===== config.mk =====
export PLATFORM = sky130hd
export DESIGN_NAME = fib_bcd_display
export DESIGN_NICKNAME = d
export VERILOG_FILES = /design/src/rtl/fib_bcd_display.sv
export SDC_FILE = /design/constraint.sdc
export NUM_CORES = 1
export LEC_CHECK = 0
export ABC_AREA = 1
export ABC_CLOCK_PERIOD_IN_PS = 1400
export BUFFER_PORTS_ARGS = -buffer_cell sky130_fd_sc_hd__buf_2
export CAP_MARGIN = 10
export CORE_AREA = 4 4 68 101
export DETAILED_ROUTE_END_ITERATION = 8
export DIE_AREA = 0 0 72 105
export GPL_TIMING_DRIVEN = 1
export PLACE_DENSITY = 0.79
export SYNTH_ARGS = -nofsm -noshare
export SYNTH_HDL_FRONTEND = slang
export SYNTH_SLANG_ARGS = --single-unit

===== constraint.sdc =====
create_clock -name clk -period 1.4 [get_ports clk]
set_input_delay 0.21 -clock clk [delete_from_list [all_inputs] [get_ports clk]]
set_output_delay 0.21 -clock clk [all_outputs]
set_load 0.01 [all_outputs]

===== src/rtl/fib_bcd_display.sv =====
// Converts each new fibonacci result to BCD (sequential double-dabble) and
// drives a time-multiplexed, active-low seven-segment display.
module fib_bcd_display #(
  parameter int DATA_WIDTH     = 8,
  parameter int NUM_DIGITS     = 3,
  parameter int REFRESH_CYCLES = 1000
) (
  input  logic                    clk,
  input  logic                    rst,
  input  logic                    in_valid,
  input  logic [DATA_WIDTH-1:0]   in_result,
  output logic [4*NUM_DIGITS-1:0] bcd_digits,
  output logic                    out_valid,
  output logic                    busy,
  output logic [6:0]              seg_n,
  output logic [NUM_DIGITS-1:0]   an_n
);

  localparam int BW   = 4 * NUM_DIGITS;
  localparam int SRW  = BW + DATA_WIDTH;
  localparam int CNTW = $clog2(DATA_WIDTH + 1);
  localparam int RCW  = (REFRESH_CYCLES > 1) ? $clog2(REFRESH_CYCLES) : 1;
  localparam int SW   = (NUM_DIGITS > 1) ? $clog2(NUM_DIGITS) : 1;

  typedef enum logic [1:0] {S_IDLE, S_CONVERT, S_DONE} state_t;

  state_t                r_state;
  state_t                w_next_state;
  logic                  w_capture;
  logic                  w_shift;
  logic                  w_load;
  logic [SRW-1:0]        r_shift;
  logic [BW-1:0]         w_adj;
  logic [CNTW-1:0]       r_count;
  logic [DATA_WIDTH-1:0] r_last_captured;
  logic                  r_last_valid;
  logic                  r_shown;
  logic [RCW-1:0]        r_refresh;
  logic [SW-1:0]         r_sel;
  logic [3:0]            w_digit;

  always_ff @(posedge clk) begin
    if (rst) r_state <= S_IDLE;
    else     r_state <= w_next_state;
  end

  always_comb begin
    w_next_state = r_state;
    case (r_state)
      S_IDLE:    if (w_capture) w_next_state = S_CONVERT;
      S_CONVERT: if (r_count == CNTW'(1)) w_next_state = S_DONE;
      S_DONE:    w_next_state = S_IDLE;
      default:   w_next_state = S_IDLE;
    endcase
  end

  // A level-high valid with an unchanged result must not retrigger a conversion.
  always_comb begin
    w_capture = (r_state == S_IDLE) && in_valid &&
                (!r_last_valid || (in_result != r_last_captured));
    w_shift   = (r_state == S_CONVERT);
    w_load    = (r_state == S_DONE);
    busy      = (r_state != S_IDLE);
  end

  always_comb begin
    w_adj = r_shift[SRW-1 -: BW];
    for (int i = 0; i < NUM_DIGITS; i++) begin
      if (w_adj[4*i +: 4] >= 4'd5) w_adj[4*i +: 4] = w_adj[4*i +: 4] + 4'd3;
    end
  end

  always_ff @(posedge clk) begin
    if (rst) begin
      r_last_captured <= '0;
      r_last_valid    <= 1'b0;
      r_shift         <= '0;
      r_count         <= '0;
      bcd_digits      <= '0;
      out_valid       <= 1'b0;
      r_shown         <= 1'b0;
    end else if (w_capture) begin
      r_last_captured <= in_result;
      r_last_valid    <= 1'b1;
      r_shift         <= {{BW{1'b0}}, in_result};
      r_count         <= CNTW'(DATA_WIDTH);
      out_valid       <= 1'b0;
    end else if (w_shift) begin
      r_shift <= {w_adj, r_shift[DATA_WIDTH-1:0]} << 1;
      r_count <= r_count - CNTW'(1);
    end else if (w_load) begin
      bcd_digits <= r_shift[SRW-1 -: BW];
      out_valid  <= 1'b1;
      r_shown    <= 1'b1;
    end
  end

  always_ff @(posedge clk) begin
    if (rst) begin
      r_refresh <= '0;
      r_sel     <= '0;
    end else if (r_refresh == RCW'(REFRESH_CYCLES - 1)) begin
      r_refresh <= '0;
      r_sel     <= (r_sel == SW'(NUM_DIGITS - 1)) ? '0 : r_sel + SW'(1);
    end else begin
      r_refresh <= r_refresh + RCW'(1);
    end
  end

  always_comb begin
    w_digit = 4'd0;
    for (int i = 0; i < NUM_DIGITS; i++) begin
      if (r_sel == SW'(i)) w_digit = bcd_digits[4*i +: 4];
    end
  end

  always_comb begin
    an_n  = ~(NUM_DIGITS'(1) << r_sel);
    seg_n = 7'h7F;
    if (r_shown) begin
      case (w_digit)
        4'd0:    seg_n = 7'h40;
        4'd1:    seg_n = 7'h79;
        4'd2:    seg_n = 7'h24;
        4'd3:    seg_n = 7'h30;
        4'd4:    seg_n = 7'h19;
        4'd5:    seg_n = 7'h12;
        4'd6:    seg_n = 7'h02;
        4'd7:    seg_n = 7'h78;
        4'd8:    seg_n = 7'h00;
        4'd9:    seg_n = 7'h10;
        default: seg_n = 7'h7F;
      endcase
    end
  end

endmodule


After elaboration in Yosys (flattened, before gate mapping)
Memories as Yosys holds them, arrays and structs flattened.
Cells that the tools add are included.

storage, ports and cells
  register bits = 61
  memory bits (read-only) = 112
  output and inout bits = 24
  memories kept = 1

memory list
  memory           depth  bits a word  read ports  clocked after Yosys merged registers in  wr ports  RTL line  RTL
  (no name shown)  16     7            1           0                                        0         121       case (w_digit)

operators by class
  $add $sub $neg = 6
  order comparisons = 3
  equal/unequal tests = 9
  shifts and indexed selects = 1
  mux-type cells = 15
  bitwise logic cells = 3
  reductions and logical operators = 13

operators by type and width
  operator               number
  $mux 4                 7
  $mux 8                 2
  $ge 4x3->1 const B     3
  $add 10x1->10 const B  1
  $eq 10x10->1 const B   1
  $add 4x2->4 const B    2
  $ne 8x8->1             1
  $mux 7                 1
  $mux 2                 3
  $eq 2x1->1 const B     2
  $eq 2x2->1 const B     2
  $eq 4x1->1 const B     1
  $logic_not 2->1        2
  $pmux 2 s2             1
  $reduce_and 2->1       2
  $reduce_bool 2->1      2
  $reduce_or 2->1        2
  $sub 4x1->4 const B    1
  $add 3x2->3 const B    1
  $mux 3                 1
  $not 3->3              1
  $reduce_and 3->1       1
  $shl 1x2->3 const A    1
  $add 2x1->2 const B    1
  6 further kinds        8

Depth between registers and ports, before layout
Gate-level depths: netlist of the first run.
An unclocked memory read counts as a cell.

  word-level depth = 6
  depth in mapped cells = 12
  depth with buffers taken out = 10

Least setup slack after synthesis of the first run
OpenSTA, ideal clock, no wires.

  path type = register to output
  start = reg r_sel[1]
  end = out seg_n[3]
  arrival = 1.403 ns
  path slack = -0.213 ns
  stages on the path, launching flop included = 11
  buffers on the path = 0
  path through = dfxtp_1 inv_1 nand2_2 inv_1 nand2_1 and3_1 inv_1 ha_1 nand2_1 nand3_1 nand2_1

between the ends
  longest elaborated chain between the ends = 6

RTL lines
  item                      RTL line  RTL
  start: declaration        39        logic [SW-1:0] r_sel;
  start signal: assignment  104       r_sel <= (r_sel == SW'(NUM_DIGITS - 1)) ? '0 : r_sel + SW'(1);
  $logic_not 2->1           113       if (r_sel == SW'(i)) w_digit = bcd_digits[4*i +: 4];
  $mux 4 (2 in a row)       113
  $mux 4 (*)                113
  $mem_v2 16x7 (*)          --
  $mux 7 (*)                120       if (r_shown) begin
  end: declaration          15        output logic [6:0] seg_n,

Every way passes the cells marked *; elsewhere a longest branch is shown, timed or not.

Worst setup path after layout of the first run
  start = reg r_sel[1]
  end = out seg_n[6]

The elaborated chain is that of the path after synthesis.

==> results of run 1 <==
## worst paths after layout
path / startpoint / to / slack [ps] / cells after the start
max: r_sel[1] / seg_n[6] / -600 / 11
min: in_result[0] / r_last_captured[0] / 180 / 3
max reg2reg: r_shift[8] / r_shift[10] / 0 / 10
min reg2reg: r_refresh[0] / r_refresh[0] / 470 / 1
## power breakdown
part / total (mW) / switching (mW) / internal [mW] / leakage (nW)
registers: 1.84 / 0.0466 / 1.80 / 0.502
clock network: 1.93 / 0.702 / 1.23 / 0.119
logic: 0.435 / 0.262 / 0.173 / 1.30
total: 4.21 / 1.01 / 3.20 / 1.92
## metal layers
layer | GRT usage [%] | vias up
met3 | 2.89 | 21
met4 | 11.6 | 0
met5 | 0 | -
met1 | 21.2 | 1379
li1 | - | 1551
met2 | 36.8 | 69
## logic make-up (layout without fill, tap and decap cells)
kind of cell,Yosys count,count (layout),share of synthesized area [%]
AO/OA/AOI/OAI,67,67,11.6
adder cells (fa/ha/maj),10,10,4.10
buffers and inverters,77,169,10.6
XOR/XNOR,7,7,2.01
AND/OR/NAND/NOR,208,208,31.7
flip-flops,61,61,40.0
## cell usage after synthesis (2+ instances only)
cell type,number,area share [%]
sky130_fd_sc_hd__inv_1,63,7.7
sky130_fd_sc_hd__nor2_4,2,0.74
sky130_fd_sc_hd__nand3_2,6,2.0
sky130_fd_sc_hd__dfxtp_1,61,40
sky130_fd_sc_hd__a21oi_1,36,5.9
sky130_fd_sc_hd__nor2_1,40,4.9
sky130_fd_sc_hd__buf_2,2,0.33
sky130_fd_sc_hd__nor3b_1,3,0.74
sky130_fd_sc_hd__nor3_1,9,1.5
sky130_fd_sc_hd__buf_8,2,0.98
sky130_fd_sc_hd__a22oi_1,3,0.74
sky130_fd_sc_hd__nand2_2,2,0.41
sky130_fd_sc_hd__nand2_1,95,12
sky130_fd_sc_hd__o21ai_0,24,3.9
sky130_fd_sc_hd__nor2_2,3,0.61
sky130_fd_sc_hd__and3_1,2,0.41
sky130_fd_sc_hd__nand3_1,33,5.4
sky130_fd_sc_hd__or2_2,3,0.61
sky130_fd_sc_hd__a21oi_2,2,0.57
sky130_fd_sc_hd__xor2_1,7,2.0
sky130_fd_sc_hd__clkbuf_1,7,0.86
sky130_fd_sc_hd__nand3b_1,3,0.74
sky130_fd_sc_hd__nand4_1,4,0.82
sky130_fd_sc_hd__ha_1,10,4.1
## worst reg2reg max path: cells and delay by family (launching register included)
family | cells | cell delay [ps]
DFF | 1 | 340
buffers and inverters | 3 | 180
adders and majority gates | 1 | 130
and+or+nand+nor | 5 | 490
AOI/OAI and AO/OA | 1 | 160
## sequential cells by signal, indices dropped and copies added (netlist names)
name             flops
bcd_digits          12
out_valid            1
r_count              4
r_last_captured      8
r_last_valid         1
r_refresh           10
r_sel                2
r_shift             20
r_shown              1
r_state              2
## per-stage QoR
step	util (%)	instance area [um2]	setup WS (ps)	setup TNS [ps]	hold slack (ps)
CTS	65.7	3970	-577	-3990	168
global placement	59.7	3610	-161	-1300	443
floorplan	-	3120	-36.5	-98.1	388
detailed placement	59.7	3610	-233	-1990	454
global route	70.1	4240	-689	-5120	209
finish	70.1	4240	-604	-4050	178
## area by class of cell
class / instances / area share (%)
tap: 74 / 2.19
timing repair buffer: 89 / 14.5
multi-input combinational: 292 / 42.1
inverter: 64 / 6.02
clock inverter: 6 / 2.60
clock buffer: 10 / 3.25
sequential: 61 / 29.4
## repair_timing
item / CTS / global route
cloned: 0 / 1
pin swaps: 11 / 26
setup endpoints to repair: 18 / 49
buffers inserted: 4 / 9
endpoints found under the hold margin: 0 / 0
resized for setup: 30 / 58
==> summary.md, run 1 <==
Outcome
* run status: complete, but fails checks
* violated checks: setup timing

Routing
* post-route DRC violation count: 0
* detailed-route vias per instance: 5.07
* Via Count: 3020
* wire length reported by the detailed router: 7.65 mm
* Post-DRT Antenna Nets: 0
* metal2 WL: 4.17 mm
* violation count after the first detailed-routing iteration: 159
* First-pass DRT Iterations: 4
* DR WL/cell: 12.8 um
* met1 wire length: 2.95 mm
* met3 routed wirelength: 309 um
* DR top layer: met4

Clock network
* Reg clk slew, reported paths: 70 ps
* number of hold-repair buffers added at the cts stage: 0
* maximum buffer depth of the clock tree: 2
* clock latency on the worst-skew pair: 350 ps
* depth of the CTS H-tree: 3
* TritonCTS clock tree: yes
* clock tree sinks: 61
* TritonCTS buffer count: 9
* root buffer cell: sky130_fd_sc_hd__clkbuf_8

Critical path
* crit path kind: flop to output pin
* data arrival time of the critical path: 1790 ps
* CP Data Required Time: 1190 ps
* cells traversed along the worst timing path: inv_4, nand2_4, inv_2, nand2_1, and3_4, inv_4, ha_4, o21a_1, nand2_1, nand2_2, buf_6
* maximum fanout count along the critical path: 4
* Worst Setup End Kind: output pin
* cell family with most CP delay: simple AND/OR/NAND/NOR gates
* biggest cell delay along the critical path: 380 ps
* cell with the largest stage delay on the worst path: sky130_fd_sc_hd__dfxtp_4
* startpoint type of the worst setup path: flop
* count of buffer and inverter cells on the critical path: 4

STA
* measured slew at the worst slew-check pin: 408 ps
* Max Transition Viols Final: 0
* fin crit period: 2000 ps
* Hold Vio Cnt, Final: 0
* largest clock skew in the final design: 9.22 ps
* fraction of the cycle the final worst path needs: 143%
* setup ws final: -604 ps
* endpoints failing setup: 9
* top achievable clock speed: 499 MHz
* Slew headroom: 72.7%
* setup repair after global routing missed its margin: yes

GRT
* first-pass GRT wire length: 12.1 mm
* via count of the first global-routing pass: 2860
* antenna violations before repair: 0
* remaining global-route overflow: 0
* GRT Util Overall: 20.2%
* pin count of the biggest net entering global routing: 27

Die
* total die area: 7560 um2
* Rows: 35
* I/O pin total: 35
* placeable core region: 6040 um2
* Horiz. Die Dim: 72 um
* Starting Density: 50.6%
* vertical extent of the die: 105 um

Layout
* area used by multi-input combinational logic: 1780 um2
* fraction of final layout cells sized beyond drive strength 1: 37.4%
* total area of sequential cells: 1240 um2
* number of fillers in the final layout: 457
* final cell count without fillers: 596
* leading cell types in the layout, fill and taps excluded: sky130_fd_sc_hd__nand2_1, sky130_fd_sc_hd__buf_4, sky130_fd_sc_hd__inv_1
* number of diodes: 0
* most common cell after layout, fill and taps aside: sky130_fd_sc_hd__nand2_1
* number of nets at the end of the flow: 538
* synthesis-to-finish area growth: 38.7%

Synth
* mean instance size in the synthesized netlist: 7.11 um2
* async set-or-reset flop fraction in the synthesized netlist: 0%
* number of nets in the synthesized netlist: 451
* number of distinct library cells after synthesis: 32
* most frequently used flop master after synthesis: sky130_fd_sc_hd__dfxtp_1
* sequential fraction of the synthesis area: 40.0%
* post-synthesis register bit count: 61
* warning count from the yosys run: 0
* cell count after synthesis: 430
* post-synthesis cell area: 3060 um2
* Post-synth EDFFs: 0

Power and ir drop
* Pwr per Cell Area: 993 nW/um2
* total power: 4.21 mW
* Pleak: 1.92 nW
* Max VDD drop: 0.000935 V

Placed design
* # port buffers: 34
* weighted congestion reported at the end of routability-driven placement: 0.851
* HPWL after detailed placement: 5.09 mm
* number of cells after detailed placement: 566

Job
* count of max-cap constraint violations: 0

Worst hold path
* Min-Delay Path Class: primary input to flop

Note: power is estimated with default switching activity, not from simulation.
==> run 2, diff against run 1 <==
Settings changed: SKIP_LAST_GASP set to 1.
==> run 2 against run 1 <==
  * Clock skew hardly changed
  * Total power is essentially flat
  * Non-clock buffer count shrank 1
  * Largest power group unchanged
  * The flow still finishes with violations (setup timing)
  * Highest routed layer unchanged
  * Via count rose by 1.2%
  * Sequential power barely moved
  * Routed wire length increased by 1.3%
  * Global-route usage about the same
  * Sequential share of layout area grew 0.051 points
==> summary.md, run 2 (synthesis gave the netlist of run 1 again) <==
Outcome
* run status: complete, but fails checks
* violated checks: setup timing

Critical path
* cells traversed along the worst timing path: inv_4, nand2_4, inv_2, nand2_1, and3_4, inv_4, ha_4, o21a_1, nand2_1, nand2_2, buf_6
* startpoint type of the worst setup path: flop
* CP Data Required Time: 1190 ps
* Worst Setup End Kind: output pin
* worst r2r path cells: 10
* cell with the largest stage delay on the worst path: sky130_fd_sc_hd__dfxtp_4
* data arrival time of the critical path: 1790 ps
* maximum fanout count along the critical path: 4
* crit path kind: flop to output pin
* biggest cell delay along the critical path: 380 ps

Clock network
* maximum buffer depth of the clock tree: 2
* root buffer cell: sky130_fd_sc_hd__clkbuf_8
* clock latency on the worst-skew pair: 350 ps
* clock tree sinks: 61
* TritonCTS clock tree: yes
* TritonCTS buffer count: 9
* depth of the CTS H-tree: 3
* Reg clk slew, reported paths: 70 ps

Layout
* number of diodes: 0
* Non-Filler Cell Area, Final: 4220 um2
* largest register by flop count: r_shift
* synthesis-to-finish area growth: 38.0%
* fraction of final layout cells sized beyond drive strength 1: 36.9%
* total area of sequential cells: 1240 um2
* biggest regs: r_shift x20, bcd_digits x12, r_refresh x10
* leading cell types in the layout, fill and taps excluded: sky130_fd_sc_hd__nand2_1, sky130_fd_sc_hd__buf_4, sky130_fd_sc_hd__inv_1
* most common cell after layout, fill and taps aside: sky130_fd_sc_hd__nand2_1
* number of fillers in the final layout: 465
* area used by multi-input combinational logic: 1780 um2
* number of nets at the end of the flow: 537
* max reg flops: 20

GRT
* via count of the first global-routing pass: 2860
* GRT Util Overall: 20.1%
* remaining global-route overflow: 0
* pin count of the biggest net entering global routing: 27
* first-pass GRT wire length: 12.1 mm
* antenna violations before repair: 0

Routing
* post-route DRC violation count: 0
* Post-DRT Antenna Nets: 0
* DR WL/cell: 13.0 um
* wire length reported by the detailed router: 7.74 mm
* detailed-route vias per instance: 5.14
* violation count after the first detailed-routing iteration: 196
* Via Count: 3056
* First-pass DRT Iterations: 4

STA
* top achievable clock speed: 500 MHz
* setup repair after global routing missed its margin: yes
* measured slew at the worst slew-check pin: 400 ps
* setup ws final: -599 ps
* endpoints failing setup: 11
* Slew headroom: 73.3%
* Max Transition Viols Final: 0
* largest clock skew in the final design: 9.54 ps
* fin crit period: 2000 ps
* fraction of the cycle the final worst path needs: 143%
* Hold Vio Cnt, Final: 0

Die
* vertical extent of the die: 105 um
* Starting Density: 50.6%
* total die area: 7560 um2
* I/O pin total: 35
* Horiz. Die Dim: 72 um
* placeable core region: 6040 um2
* Rows: 35

Power and ir drop
* Pwr per Cell Area: 997 nW/um2
* total power: 4.21 mW
* Max VDD drop: 0.000936 V
* Pleak: 1.91 nW

Worst hold path
* hold-critical path depth: 3
* Min-Delay Path Class: primary input to flop

Placed design
* weighted congestion reported at the end of routability-driven placement: 0.851
* total placed instance area: 3610 um2
* # port buffers: 34
* HPWL after detailed placement: 5.09 mm

Job
* count of max-cap constraint violations: 0

[run 2: cell count changes in the layout (fill, tap and decap cells not counted), sizes merged]
cell | previous run | this run
buf | 89 | 88
[run 2: final cells by class]
class	count	share of cell area [%]
inverter	64	5.99
multi-input combinational	292	42.3
clock inverter	6	2.61
timing repair buffer	88	14.2
sequential	61	29.4
clock buffer	10	3.26
tap	74	2.20
[run 2: layer usage]
layer	part of all wire, %	GRT usage, %	vias up
li1	-	-	1554
met1	38	21.1	1409
met2	55	36.8	69
met3	3.6	2.89	24
met4	3.5	11.6	0
met5	0	0	-
[run 2: report_power, final]
part | total, mW | leakage, nW | switching, mW | internal (mW)
clock network | 1.93 | 0.119 | 0.700 | 1.23
logic | 0.435 | 1.29 | 0.262 | 0.173
registers | 1.84 | 0.502 | 0.0464 | 1.80
[run 2: metrics by stage]
step	TNS (ps)	utilization, %	hold WS [ps]	setup slack [ps]	cells
final	-4020	69.8	180	-599	595
after global routing	-5330	69.8	209	-697	595
after CTS	-4030	65.5	168	-577	586
after detailed placement	-1990	59.7	454	-233	566
after global placement	-1300	59.7	443	-161	566
after floorplan	-98.1	-	388	-36.5	430
[run 2: final timing paths]
check | start | slack, ps | end
max | r_sel[1] | -600 | seg_n[5]
min | in_result[0] | 180 | r_last_captured[0]
max reg2reg | r_shift[8] | -20 | r_shift[10]
min reg2reg | r_refresh[0] | 470 | r_refresh[0]
[run 2: critical path: cells and delay by family (launching register included)]
| family | cells | cell delay [ps] |
|---|---|---|
| fa+ha+maj | 1 | 140 |
| simple gates | 5 | 450 |
| buf+inv | 4 | 270 |
| flops | 1 | 380 |
| compound gates | 1 | 210 |
[run 2: what timing repair did]
action,in CTS,in global routing
cloned,0,1
buffers inserted,4,8
hold buffers,0,0
hold endpoints to repair,0,0
setup endpoints to repair,18,49
pin swaps,11,27
gates resized for setup,28,56
==> run 3, diff against run 2 <==
Settings changed: CTS_CLUSTER_DIAMETER set to 80, RECOVER_POWER set to 50, TNS_END_PERCENT set to 30.
==> run 3 against run 2 <==
  * The flow still finishes with violations (setup timing)
  * Sequential share of layout area is 1.1 points higher
  * Worst setup slack better by 0.89 ps
  * Clock power down 11%
  * Sequential power is essentially flat
  * Worst hold slack got worse by 1.2 ps
  * Core utilization is 2.9 points lower
  * First-iteration DRC count is 40% lower
  * Total power down 5.9%
  * Count of clock-buffer cells in the layout did not move
  * Critical endpoint is now seg_n[1]
  * Highest routed layer unchanged
==> summary.md, run 3 (synthesis gave the netlist of run 1 again) <==
Die
* Starting Density: 50.6%
* total die area: 7560 um2
* Rows: 35
* Horiz. Die Dim: 72 um
* vertical extent of the die: 105 um
* I/O pin total: 35
* placeable core region: 6040 um2

GRT
* first-pass GRT wire length: 11.6 mm
* pin count of the biggest net entering global routing: 27
* remaining global-route overflow: 0
* antenna violations before repair: 0
* via count of the first global-routing pass: 2808
* GRT Util Overall: 19.0%

STA
* setup ws final: -598 ps
* Max Transition Viols Final: 0
* fraction of the cycle the final worst path needs: 143%
* measured slew at the worst slew-check pin: 426 ps
* top achievable clock speed: 500 MHz
* endpoints failing setup: 11
* largest clock skew in the final design: 9.93 ps
* fin crit period: 2000 ps
* Hold Vio Cnt, Final: 0
* final hold slack: 179 ps
* Total Neg Setup Slack: -3990 ps
* setup repair after global routing missed its margin: yes
* Slew headroom: 71.6%

Layout
* number of diodes: 0
* synthesis-to-finish area growth: 32.2%
* total area of sequential cells: 1230 um2
* fraction of final layout cells sized beyond drive strength 1: 30.4%
* biggest regs: r_shift x20, bcd_digits x12, r_refresh x10
* max reg flops: 20
* area used by multi-input combinational logic: 1690 um2
* Non-Filler Cell Area, Final: 4040 um2
* final cell count without fillers: 588
* number of fillers in the final layout: 480
* largest register by flop count: r_shift
* number of nets at the end of the flow: 531
* leading cell types in the layout, fill and taps excluded: sky130_fd_sc_hd__nand2_1, sky130_fd_sc_hd__dfxtp_1, sky130_fd_sc_hd__inv_1
* most common cell after layout, fill and taps aside: sky130_fd_sc_hd__nand2_1

Placed design
* weighted congestion reported at the end of routability-driven placement: 0.836
* total placed instance area: 3610 um2
* HPWL after detailed placement: 5.04 mm
* # port buffers: 34
* number of cells after detailed placement: 565

Clock network
* TritonCTS clock tree: yes
* clock tree sinks: 61
* depth of the CTS H-tree: 3
* TritonCTS buffer count: 9
* maximum buffer depth of the clock tree: 2
* clock latency on the worst-skew pair: 340 ps
* Reg clk slew, reported paths: 70 ps
* number of hold-repair buffers added at the cts stage: 0
* root buffer cell: sky130_fd_sc_hd__clkbuf_8

Critical path
* RR Endpoint: r_count[3]
* CP Data Required Time: 1190 ps
* register-to-register setup slack: -40 ps
* worst r2r path cells: 7
* cells traversed along the worst timing path: inv_4, nand2_4, inv_4, nand2_2, nand2_2, a21oi_2, inv_2, a21oi_4, nand2_1, buf_2
* maximum fanout count along the critical path: 6
* Worst Setup End Kind: output pin
* number of stages on the worst setup path: 10
* data arrival time of the critical path: 1790 ps
* startpoint type of the worst setup path: flop
* crit path kind: flop to output pin
* cell with the largest stage delay on the worst path: sky130_fd_sc_hd__dfxtp_4
* cell family with most CP delay: compound AO/OA/AOI/OAI gates
* Crit Reg-Reg Startpoint: r_state[0]
* biggest cell delay along the critical path: 380 ps
* count of buffer and inverter cells on the critical path: 4

Routing
* wire length reported by the detailed router: 7.43 mm
* violation count after the first detailed-routing iteration: 118
* detailed-route vias per instance: 5.03
* First-pass DRT Iterations: 4
* DR WL/cell: 12.6 um
* Post-DRT Antenna Nets: 0
* Via Count: 2957
* post-route DRC violation count: 0

Job
* count of max-cap constraint violations: 0

Power and ir drop
* total power: 3.96 mW
* Pleak: 1.84 nW
* reported net switching power: 967 uW
* fraction of power consumed by sequential logic: 46.4%
* Pint: 2.99 mW
* Gate power share: 10.4%
* Switching Fraction: 24.4%
* power share of the clock group: 43.1%
* Pwr per Cell Area: 979 nW/um2
* Max VDD drop: 0.000667 V

Worst hold path
* hold path start: in_result[0]
* Min-Delay Path Class: primary input to flop
* hold-critical path depth: 3
* Worst Hold End: r_last_captured[0]

Outcome
* violated checks: setup timing
* run status: complete, but fails checks

-- run 3: cell count changes in the layout (fill, tap and decap cells not counted), moves of 4 or more --
cell	before	now
sky130_fd_sc_hd__clkbuf_1	0	6
sky130_fd_sc_hd__buf_2	32	25
sky130_fd_sc_hd__dfxtp_1	49	55
sky130_fd_sc_hd__dfxtp_2	10	4
sky130_fd_sc_hd__nand3_2	11	7
sky130_fd_sc_hd__buf_4	51	46
-- run 3: power groups by stage --
stage / clock (mW) / combinational, mW / sequential (mW)
floorplan: 0 / 0.275 / 1.87
global placement: 0 / 0.378 / 1.88
detailed placement: 0 / 0.388 / 1.88
CTS: 1.73 / 0.392 / 1.84
global route: 1.81 / 0.467 / 1.84
finish: 1.71 / 0.413 / 1.84
-- run 3: layout make-up --
class | count | share of cell area [%]
multi-input cells | 292 | 41.9
flip-flops and latches | 61 | 30.5
repair buffers | 82 | 13.7
inverters | 64 | 6.32
clock buffers | 10 | 3.41
well taps | 74 | 2.29
clock inverters | 5 | 1.86
-- run 3: worst min-delay path, cell delays in order --
cell                      delay [ps]
sky130_fd_sc_hd__buf_2           110
sky130_fd_sc_hd__nand4_1         100
sky130_fd_sc_hd__nand2_1          60
-- run 3: how the worst max path moves through the flow --
| stage | from | endpoint | slack (ps) |
|---|---|---|---|
| floorplan | r_sel[1] | seg_n[3] | -40 |
| global placement | r_sel[0] | seg_n[4] | -180 |
| detailed placement | r_sel[0] | seg_n[3] | -230 |
| CTS | r_sel[1] | seg_n[5] | -550 |
| global route | r_sel[1] | seg_n[1] | -660 |
| finish | r_sel[1] | seg_n[1] | -600 |
-- run 3: per-layer routing --
layer	routed length [um]	global-route usage, %	vias up	part of all wire (%)
met3	278	3.85	18	3.7
met2	3950	33.9	61	53
met1	2960	20.5	1346	40
met5	0	0	-	0
met4	239	9.81	0	3.2
li1	-	-	1532	-
-- run 3: what timing repair did --
action | 4_1_cts | 5_1_grt
resized for setup | 10 | 44
cloned | 0 | 0
setup endpoints to repair | 25 | 45
pin swaps | 5 | 17
buffers inserted | 1 | 8
-- run 3: through the flow --
step / worst slack [ps] / util [%]
2_1_floorplan: -36.5 / -
5_1_grt: -661 / 66.9
3_3_place_gp: -176 / 59.7
4_1_cts: -550 / 64.0
6_report: -598 / 66.9
3_5_place_dp: -227 / 59.7
